[config.mk]
export PLATFORM = sky130hd
export DESIGN_NAME = mux_rr_sched
export DESIGN_NICKNAME = d
export VERILOG_FILES = /design/src/rtl/mux_sched_pkg.sv /design/src/rtl/mux_rr_pick.sv /design/src/rtl/mux_rr_sched.sv
export SDC_FILE = /design/constraint.sdc
export NUM_CORES = 1
export LEC_CHECK = 0
export CAP_MARGIN = 20
export CELL_PAD_IN_SITES_DETAIL_PLACEMENT = 1
export CELL_PAD_IN_SITES_GLOBAL_PLACEMENT = 1
export CORE_UTILIZATION = 45
export DETAILED_ROUTE_END_ITERATION = 16
export GPL_TIMING_DRIVEN = 1
export HOLD_SLACK_MARGIN = 0.06
export PLACE_DENSITY = 0.8
export SLEW_MARGIN = 20
export SYNTH_ARGS = -nofsm -noshare
export SYNTH_HDL_FRONTEND = slang
export SYNTH_SLANG_ARGS = --single-unit
[constraint.sdc]
create_clock -name clk -period 7.7 [get_ports clk]
set_input_delay 0.77 -clock clk [delete_from_list [all_inputs] [get_ports clk]]
set_output_delay 0.77 -clock clk [all_outputs]
set_load 0.02 [all_outputs]
[src/rtl/mux_sched_pkg.sv]
`default_nettype none
// ============================================================================
//  Module  : mux_sched_pkg
//  Brief   : Shared constants and the state type for the round-robin mux
//            scheduler (mux_rr_sched) and its arbiter (mux_rr_pick).
//  Rev     : 1.0  initial release
// ============================================================================
package mux_sched_pkg;

    localparam int NUM_PORTS_DEF = 10;
    localparam int SEL_WIDTH_DEF = 4;

    // Select value presented while no port holds a grant.
    localparam logic [SEL_WIDTH_DEF-1:0] SEL_IDLE = '1;

    typedef enum logic [0:0] {
        IDLE  = 1'b0,
        BURST = 1'b1
    } state_t;

endpackage
`default_nettype wire

[src/rtl/mux_rr_pick.sv]
`default_nettype none
// ============================================================================
//  Module  : mux_rr_pick
//  Brief   : Combinational round-robin search. Looks for the first request
//            starting at ptr+1 and wrapping at NUM_PORTS-1 back to 0, so the
//            port at ptr itself is considered last.
//  Rev     : 1.0  initial release
// ============================================================================
module mux_rr_pick
    import mux_sched_pkg::*;
#(
    parameter int NUM_PORTS = NUM_PORTS_DEF,
    parameter int SEL_WIDTH = SEL_WIDTH_DEF
) (
    input  logic [NUM_PORTS-1:0] req,
    input  logic [SEL_WIDTH-1:0] ptr,
    output logic [SEL_WIDTH-1:0] winner,
    output logic                 any
);

    localparam int SLOTS = 2 ** SEL_WIDTH;

    // Zero-extended so every select value indexes a defined bit.
    logic [SLOTS-1:0] req_ext;
    int               idx;

    assign req_ext = SLOTS'(req);

    // Walk the candidates farthest-first so the nearest requester above ptr
    // is the last one written and therefore wins.
    always_comb begin
        winner = '0;
        any    = 1'b0;
        idx    = 0;
        for (int i = NUM_PORTS; i >= 1; i--) begin
            idx = int'(ptr) + i;
            if (idx >= NUM_PORTS) begin
                idx = idx - NUM_PORTS;
            end
            if (req_ext[SEL_WIDTH'(idx)]) begin
                winner = SEL_WIDTH'(idx);
                any    = 1'b1;
            end
        end
    end

endmodule
`default_nettype wire

[src/rtl/mux_rr_sched.sv]
`default_nettype none
// ============================================================================
//  Module  : mux_rr_sched
//  Brief   : Burst-oriented round-robin scheduler driving a mux select.
//            A granted port keeps the grant for up to BURST_MAX beats or
//            until it drops its request; re-arbitration happens in the
//            burst-ending cycle so consecutive grants have no idle gap.
//  Config  : MUX_SCHED_PRIO0_EN - port 0 wins every arbitration point where
//            it requests (except straight after its own burst, so other
//            ports are not starved); port-0 grants leave ptr untouched.
//  Rev     : 1.0  initial release
// ============================================================================
module mux_rr_sched
    import mux_sched_pkg::*;
#(
    parameter int NUM_PORTS = NUM_PORTS_DEF,
    parameter int SEL_WIDTH = SEL_WIDTH_DEF,
    parameter int BURST_MAX = 4
) (
    input  logic                 clk,
    input  logic                 rst_n,
    input  logic [NUM_PORTS-1:0] req,
    input  logic                 ready,
    output logic [NUM_PORTS-1:0] grant,
    output logic [SEL_WIDTH-1:0] sel,
    output logic                 beat,
    output logic                 out_valid,
    output logic [SEL_WIDTH-1:0] out_port
);

    localparam int                   SLOTS     = 2 ** SEL_WIDTH;
    localparam int                   CNT_W     = $clog2(BURST_MAX + 1);
    localparam logic [CNT_W-1:0]     CNT_LAST  = CNT_W'(BURST_MAX - 1);
    localparam logic [SEL_WIDTH-1:0] SEL_NONE  = {SEL_WIDTH{SEL_IDLE[0]}};
    localparam logic [SEL_WIDTH-1:0] PTR_RESET = SEL_WIDTH'(NUM_PORTS - 1);

    state_t               state;
    logic [CNT_W-1:0]     beat_cnt;
    logic [SEL_WIDTH-1:0] ptr;

    logic [SLOTS-1:0]     req_ext;
    logic                 req_sel;
    logic                 burst_end;
    logic [SEL_WIDTH-1:0] ptr_next;
    logic [SEL_WIDTH-1:0] arb_ptr;
    logic [NUM_PORTS-1:0] arb_req;
    logic [SEL_WIDTH-1:0] pick_win;
    logic                 pick_any;
    logic [SEL_WIDTH-1:0] win;
    logic                 win_any;

    assign req_ext   = SLOTS'(req);
    assign req_sel   = (state == BURST) & req_ext[sel];
    assign beat      = req_sel & ready;
    assign burst_end = (state == BURST) &
                       (~req_sel | (beat & (beat_cnt == CNT_LAST)));

    // Pointer the arbiter searches from: the finishing port while a burst
    // ends, otherwise the stored pointer.
    always_comb begin
        ptr_next = sel;
        arb_req  = req;
`ifdef MUX_SCHED_PRIO0_EN
        if (sel == '0) begin
            ptr_next = ptr;
        end
        if ((state == BURST) && (sel == '0)) begin
            arb_req[0] = 1'b0;
        end
`endif
        arb_ptr = (state == BURST) ? ptr_next : ptr;
    end

    mux_rr_pick #(
        .NUM_PORTS (NUM_PORTS),
        .SEL_WIDTH (SEL_WIDTH)
    ) u_pick (
        .req    (arb_req),
        .ptr    (arb_ptr),
        .winner (pick_win),
        .any    (pick_any)
    );

    // Final winner: round-robin result, optionally overridden by port 0.
    always_comb begin
        win     = pick_win;
        win_any = pick_any;
`ifdef MUX_SCHED_PRIO0_EN
        if (arb_req[0] || (!pick_any && req[0])) begin
            win     = '0;
            win_any = 1'b1;
        end
`endif
    end

    // Scheduler state machine with registered grant/select and output stage.
    always_ff @(posedge clk or negedge rst_n) begin
        if (!rst_n) begin
            state     <= IDLE;
            grant     <= '0;
            sel       <= SEL_NONE;
            beat_cnt  <= '0;
            ptr       <= PTR_RESET;
            out_valid <= 1'b0;
            out_port  <= '0;
        end else begin
            out_valid <= beat;
            out_port  <= sel;
            case (state)
                IDLE: begin
                    if (win_any) begin
                        state    <= BURST;
                        grant    <= NUM_PORTS'(1) << win;
                        sel      <= win;
                        beat_cnt <= '0;
                    end
                end
                BURST: begin
                    if (burst_end) begin
                        ptr      <= ptr_next;
                        beat_cnt <= '0;
                        if (win_any) begin
                            grant <= NUM_PORTS'(1) << win;
                            sel   <= win;
                        end else begin
                            state <= IDLE;
                            grant <= '0;
                            sel   <= SEL_NONE;
                        end
                    end else if (beat) begin
                        beat_cnt <= beat_cnt + CNT_W'(1);
                    end
                end
                default: begin
                    state <= IDLE;
                    grant <= '0;
                    sel   <= SEL_NONE;
                end
            endcase
        end
    end

endmodule
`default_nettype wire

==> out/summary.txt, run 1 <==
met2 Usage GRT - 54.88%
# IOs - 33
Via density - 6.765
drt first pass iters - 5
Inserted Diodes - 0
Worst Hold Class - register to register
cell area after synthesis - 0.004166 sq mm
max_slew headroom - 38.76%
Die X - 98.23 um
Initial Utilization - 47.09%
Synth Warn # - 0
CTS sink cnt - 27
GRT Util Overall - 32.11%
die area - 0.009648 sq mm
average cell area after synthesis - 8.106 sq um
status - finished clean
htree depth - 1
Core Box Area - 0.008848 sq mm
# nets final - 569
# fillers - 1,096
port bufs - 32
fmax - 0.1583 GHz
Root Buffer - clkbuf_8
Chip Height - 98.23 um
GP Congestion - 0.9262
Main synth FF type - dfrtp_1
antenna violations before repair - 0
Worst-path clk slew - 90 ps
clock latency on the worst-skew pair - 270 ps
Worst setup startpoint - state
CTS Buffer Depth - 2
Worst Path Class, Setup - register to register
launching point of the worst reg2reg path - state
number of synthesized flops with an enable pin - 0
DPL Wire Length - 11,470 um
final hold vios - 0
synthesized flop and latch total - 27
Setup Fix Bufs, Post-CTS - 0
Worst Skew - 4.319 ps
# DRC - 0
crit path to - grant[2]
nature of the critical path endpoint - register
CTS tree - done
number of global-route vias before repair - 4,544
Startpoint Class - register
GR Util met1 - 41.89%
smallest hold slack - 472.8 ps
Routed WL per cell - 23.49 um
CP Data Required Time - 7810 ps
synthesized instance count - 514
Worst-Margin Slew - 904.4 ps
Worst Hold Path Cells - 0
grt total ovfl - 0
met3 Usage GRT - 3.006%
number of max-cap violations - 0
r2r setup slk - 1380 ps
layout overhead on the synthesized area - 10.21%
unique cell type count in the Yosys netlist - 90
top post-synthesis cells by area - dfrtp_1 (13%), ha_1 (7.2%), mux2i_1 (7.2%)
largest net degree at the start of global routing - 28
RSZ-0062 raised after global routing - false
post-synth top area share - 12.61%
Arr. time, crit path - 6430 ps
area leader, netlist - dfrtp_1
R2R depth - 16
Core Util, Final - 51.89%
share of cells above drive strength 1 - 12.64%
vias - 4,316
DRT iter0 DRCs - 279
peak fanout along the critical path - 23
Row Count - 34
FF-to-FF End - grant[2]
CTS buffer count - 3
Post-Syn Nets - 552
Final Slew Violations - 0
final setup fails - 0
post-synthesis sequential area ratio - 16.40%
total of cells resized after clock tree synthesis - 0
WL final - 14,990 um
FFs w/ async S/R, synth - 100.0%
Detail Route Antenna Nets - 0
period utilisation layout - 82.05%
global-route wire length before repair - 24,430 um
setup TNS - 0 ps
crit path time final - 6318 ps
CTS Hold Bufs - 0
busiest layer in global routing - met2
[metal layers]
layer / routed length [um] / up-vias
li1: - / 1991
met1: 6620 / 2160
met2: 7211 / 133
met3: 651 / 32
met4: 503 / 0
met5: 0 / -
[worst min path at each step]
stage | end | start
after floorplan | out_port[0] | sel[0]
after global placement | out_port[2] | sel[2]
after detailed placement | out_port[2] | sel[2]
after CTS | out_port[2] | sel[2]
after global routing | out_port[2] | sel[2]
final | out_port[1] | sel[1]
[registers in the layout, summed over array words and instances (netlist names)]
name       count
state          1
ptr            4
beat_cnt       3
sel            4
out_port       4
out_valid      1
grant         10
[kinds of logic (layout without fill, tap and decap cells)]
| group | after synthesis | after routing | synth area share, % |
|---|---|---|---|
| simple gates | 175 | 175 | 21.05 |
| compound gates | 167 | 167 | 29.16 |
| flops | 27 | 27 | 16.40 |
| xor+xnor | 11 | 11 | 2.493 |
| fa+ha+maj | 25 | 25 | 7.688 |
| mux | 57 | 57 | 17.90 |
| buf+inv | 52 | 68 | 5.315 |
[area by class of cell]
class	instances	area [sq um]	area share, %
multi-input combinational	435	3266	71.12
sequential	27	683.2	14.88
timing repair buffer	37	357.8	7.793
tap	108	135.1	2.943
inverter	27	103.9	2.262
clock buffer	3	41.29	0.8992
clock inverter	1	5.005	0.1090
[stage by stage]
step | instances | cell area [sq um] | worst slack, ps
final | 638 | 4592 | 1382
after global routing | 638 | 4592 | 953.3
after CTS | 638 | 4592 | 1437
after detailed placement | 634 | 4546 | 1469
after global placement | 634 | 4546 | 1830
after floorplan | 514 | 4167 | 2131
[synth_stat cells, types with 3 or more instances]
cell type,n
a211o_1,6
a211oi_1,7
a21boi_0,4
a21o_1,3
a21oi_1,30
a221oi_1,3
a22o_1,3
a2bb2oi_1,3
a31oi_1,6
a32o_1,3
and2_1,3
and3_1,3
buf_1,3
buf_2,4
clkbuf_1,15
dfrtp_1,21
dfstp_2,6
ha_1,24
inv_1,22
inv_2,3
mux2_2,11
mux2i_1,30
mux4_2,10
nand2_1,64
nand2b_1,5
nand3_1,18
nand4_1,7
nor2_1,32
nor2b_1,5
nor3_1,9
nor3b_1,7
nor4_1,3
o2111ai_1,3
o211ai_1,12
o21ai_0,29
o21bai_1,3
o221ai_1,3
o22a_1,3
o22ai_1,5
o41ai_1,6
or3_1,5
xnor2_1,9
[worst max-delay path, cell delays in order, from the launching register on]
cell	delay, ps
dfrtp_1	770
mux2i_4	500
buf_4	330
inv_2	280
ha_1	470
xnor2_2	440
ha_1	430
inv_1	180
or4_1	560
o221a_1	280
and2_1	250
mux2i_1	140
o21ai_1	240
nand3_1	110
o211a_1	180
o311ai_1	760
o21ai_0	230
[cell usage in the layout (no fill, tap or decap), drive strengths merged, types with 7 or more instances in the layout]
cell type	instances
nand4	8
dfrtp	21
nor3b	7
nand3	19
mux2i	33
a21oi	31
nor3	10
ha	24
nand2	64
mux2	14
o21ai	33
mux4	10
a211oi	8
clkdlybuf4s50	32
o211ai	12
xnor2	10
inv	26
nor2	32
Power of run 1 is left out: the tool's default activity adds up to more than one toggle a clock period on the data nets, which glitch-free logic cannot reach.
==> run 2, diff against run 1 <==
Settings changed: CORE_UTILIZATION 45 to 41, PLACE_DENSITY 0.8 to 0.76.
Clock period 7.7 ns to 5.1 ns, I/O delays scaled along.
==> run 2 against run 1 <==
Effect of this change:
- clock skew rose by 1.2 ps
- cell area rose by 5.2%
- setup slack got worse by 1100 ps
- register-to-register slack got worse by 1100 ps
- sequential cell count did not move
- via count rose by 2.2%
- worst hold slack got worse by 9.6 ps
- count of clock-buffer cells in the layout did not move
- global-route usage fell by 0.90 points
- largest cell class unchanged
==> out/summary.txt, run 2 (synthesis results as in run 1) <==
number of max-cap violations - 0 (unchanged)
Worst-path clk slew - 100 ps (about the same)
RSZ-0062 raised after global routing - false
WL final - 16,080 um (+7.3%)
DPL Wire Length - 12,580 um (+9.7%)
clock latency on the worst-skew pair - 280 ps (about the same)
largest net degree at the start of global routing - 28 (unchanged)
Core Util, Final - 49.20% (-2.7 points)
# DRC - 0 (unchanged)
GP Congestion - 0.9093 (-1.8%)
# nets final - 595 (+4.6%)
Core Box Area - 0.009819 sq mm (+11%)
global-route wire length before repair - 24,920 um (+2.0%)
antenna violations before repair - 0 (unchanged)
final setup fails - 0 (unchanged)
Die X - 102.8 um (+4.7%)
r2r setup slk - 320 ps (-1060 ps)
# IOs - 33 (unchanged)
Worst Skew - 5.499 ps (+1.179 ps)
Arr. time, crit path - 4950 ps (-1480 ps)
final hold vios - 0 (unchanged)
CTS sink cnt - 27 (unchanged)
status - finished clean
Worst Path Class, Setup - register to register
Via density - 6.405 (-5.3%)
Worst Hold Class - register to register
nature of the critical path endpoint - register
CTS Hold Bufs - 0 (unchanged)
Crit path largest cell delay - 510 ps (-260 ps)
delay-heaviest family, CP - simple AND/OR/NAND/NOR gates
CTS Buffer Depth - 2 (unchanged)
Row Count - 36 (+5.9%)
Detail Route Antenna Nets - 0 (unchanged)
Worst-Margin Slew - 725.9 ps (-178.5 ps)
fmax - 0.2092 GHz (+32%)
DRT iter0 DRCs - 199 (-29%)
Inserted Diodes - 0 (unchanged)
Startpoint Class - register
share of cells above drive strength 1 - 16.91% (+4.3 points)
GRT Util Overall - 31.21% (-0.90 points)
grt total ovfl - 0 (unchanged)
most common cell after layout, fill and taps aside - nand2_1
Routed WL per cell - 23.34 um (-0.65%)
Chip Height - 102.8 um (+4.7%)
drt first pass iters - 5 (unchanged)
setup TNS - 0 ps (unchanged)
CTS tree - done
layout overhead on the synthesized area - 15.95%
CP Data Required Time - 5270 ps (-2540 ps)
number of global-route vias before repair - 4,507 (-0.81%)
Final Slew Violations - 0 (unchanged)
period utilisation layout - 93.73% (+12 points)
port bufs - 32 (unchanged)
CTS buffer count - 3 (unchanged)
post-route cell area - 0.004831 sq mm (+5.2%)
max_slew headroom - 50.84% (+12 points)
crit path time final - 4780 ps (-1537 ps)
die area - 0.01057 sq mm (+9.5%)
Initial Utilization - 42.43% (-4.7 points)
Post-DP Area - 0.004757 sq mm (+4.7%)
largest reg by FF count - grant
CP cell instances - buf_4 > mux2i_2 > buf_4 > ha_1 > ha_1 > nor2b_1 > a311oi_2 > mux2i_1 > mux2i_1 > nand4b_1 > and3_1 > and4_4 > nor3_1 > nand2_1 > o311a_1 > o41ai_1
most frequent cells in the layout - nand2_1 (64), nor2_1 (32), clkdlybuf4s50_1 (32)
vias - 4,413 (+2.2%)
CP max-delay cell - dfrtp_2
Root Buffer - clkbuf_8
max reg flops - 10 (unchanged)
htree depth - 1 (unchanged)
peak fanout along the critical path - 8 (-65%)
WP buf/inv - 2 (-1)
[run 2: changes by cell type in the layout (fill, tap and decap cells not counted)]
cell	before	now
dfrtp_1	21	20
o21ai_4	0	1
inv_6	0	1
buf_4	5	31
o21ai_2	2	1
clkinv_2	1	0
dfrtp_2	0	1
[run 2: routing by layer]
layer / up-vias / wire (um) / GRT usage, %
met2: 137 / 7568 / 51.79
met1: 2194 / 7151 / 41.12
met5: - / 0 / 0
li1: 2045 / - / -
met3: 37 / 803 / 4.339
met4: 0 / 556 / 12.03
[run 2: final timing paths]
kind,endpoint,cells past startpoint,startpoint
max,grant[1],16,state
min,out_port[2],0,sel[2]
max reg2reg,grant[1],16,state
min reg2reg,out_port[2],0,sel[2]
max in group asynchronous,ptr[3],2,rst_n
min in group asynchronous,beat_cnt[1],2,rst_n
[run 2: per-stage QoR]
step                      std cells  hold WS [ps]  setup WS, ps
after floorplan                 514         214.4         42.10
after global placement          683         449.0         436.7
after detailed placement        683         454.2         264.4
after CTS                       687         466.5         187.4
after global routing            689         478.4         22.32
final                           689         463.2         319.6
[run 2: what timing repair did]
action	4_1_cts	5_1_grt
resized for setup	0	2
endpoints found under the hold margin	0	0
endpoints found under the setup margin	0	12
buffers inserted	0	2
[run 2: layout make-up]
| type | count | area (sq um) |
|---|---|---|
| multi-input combinational | 435 | 3273 |
| clock inverter | 1 | 8.758 |
| timing repair buffer | 63 | 553.0 |
| fill | 1223 | 4989 |
| sequential | 27 | 684.4 |
| clock buffer | 3 | 41.29 |
| tap | 133 | 166.4 |
| inverter | 27 | 103.9 |
Power of run 2 is left out for the same reason.
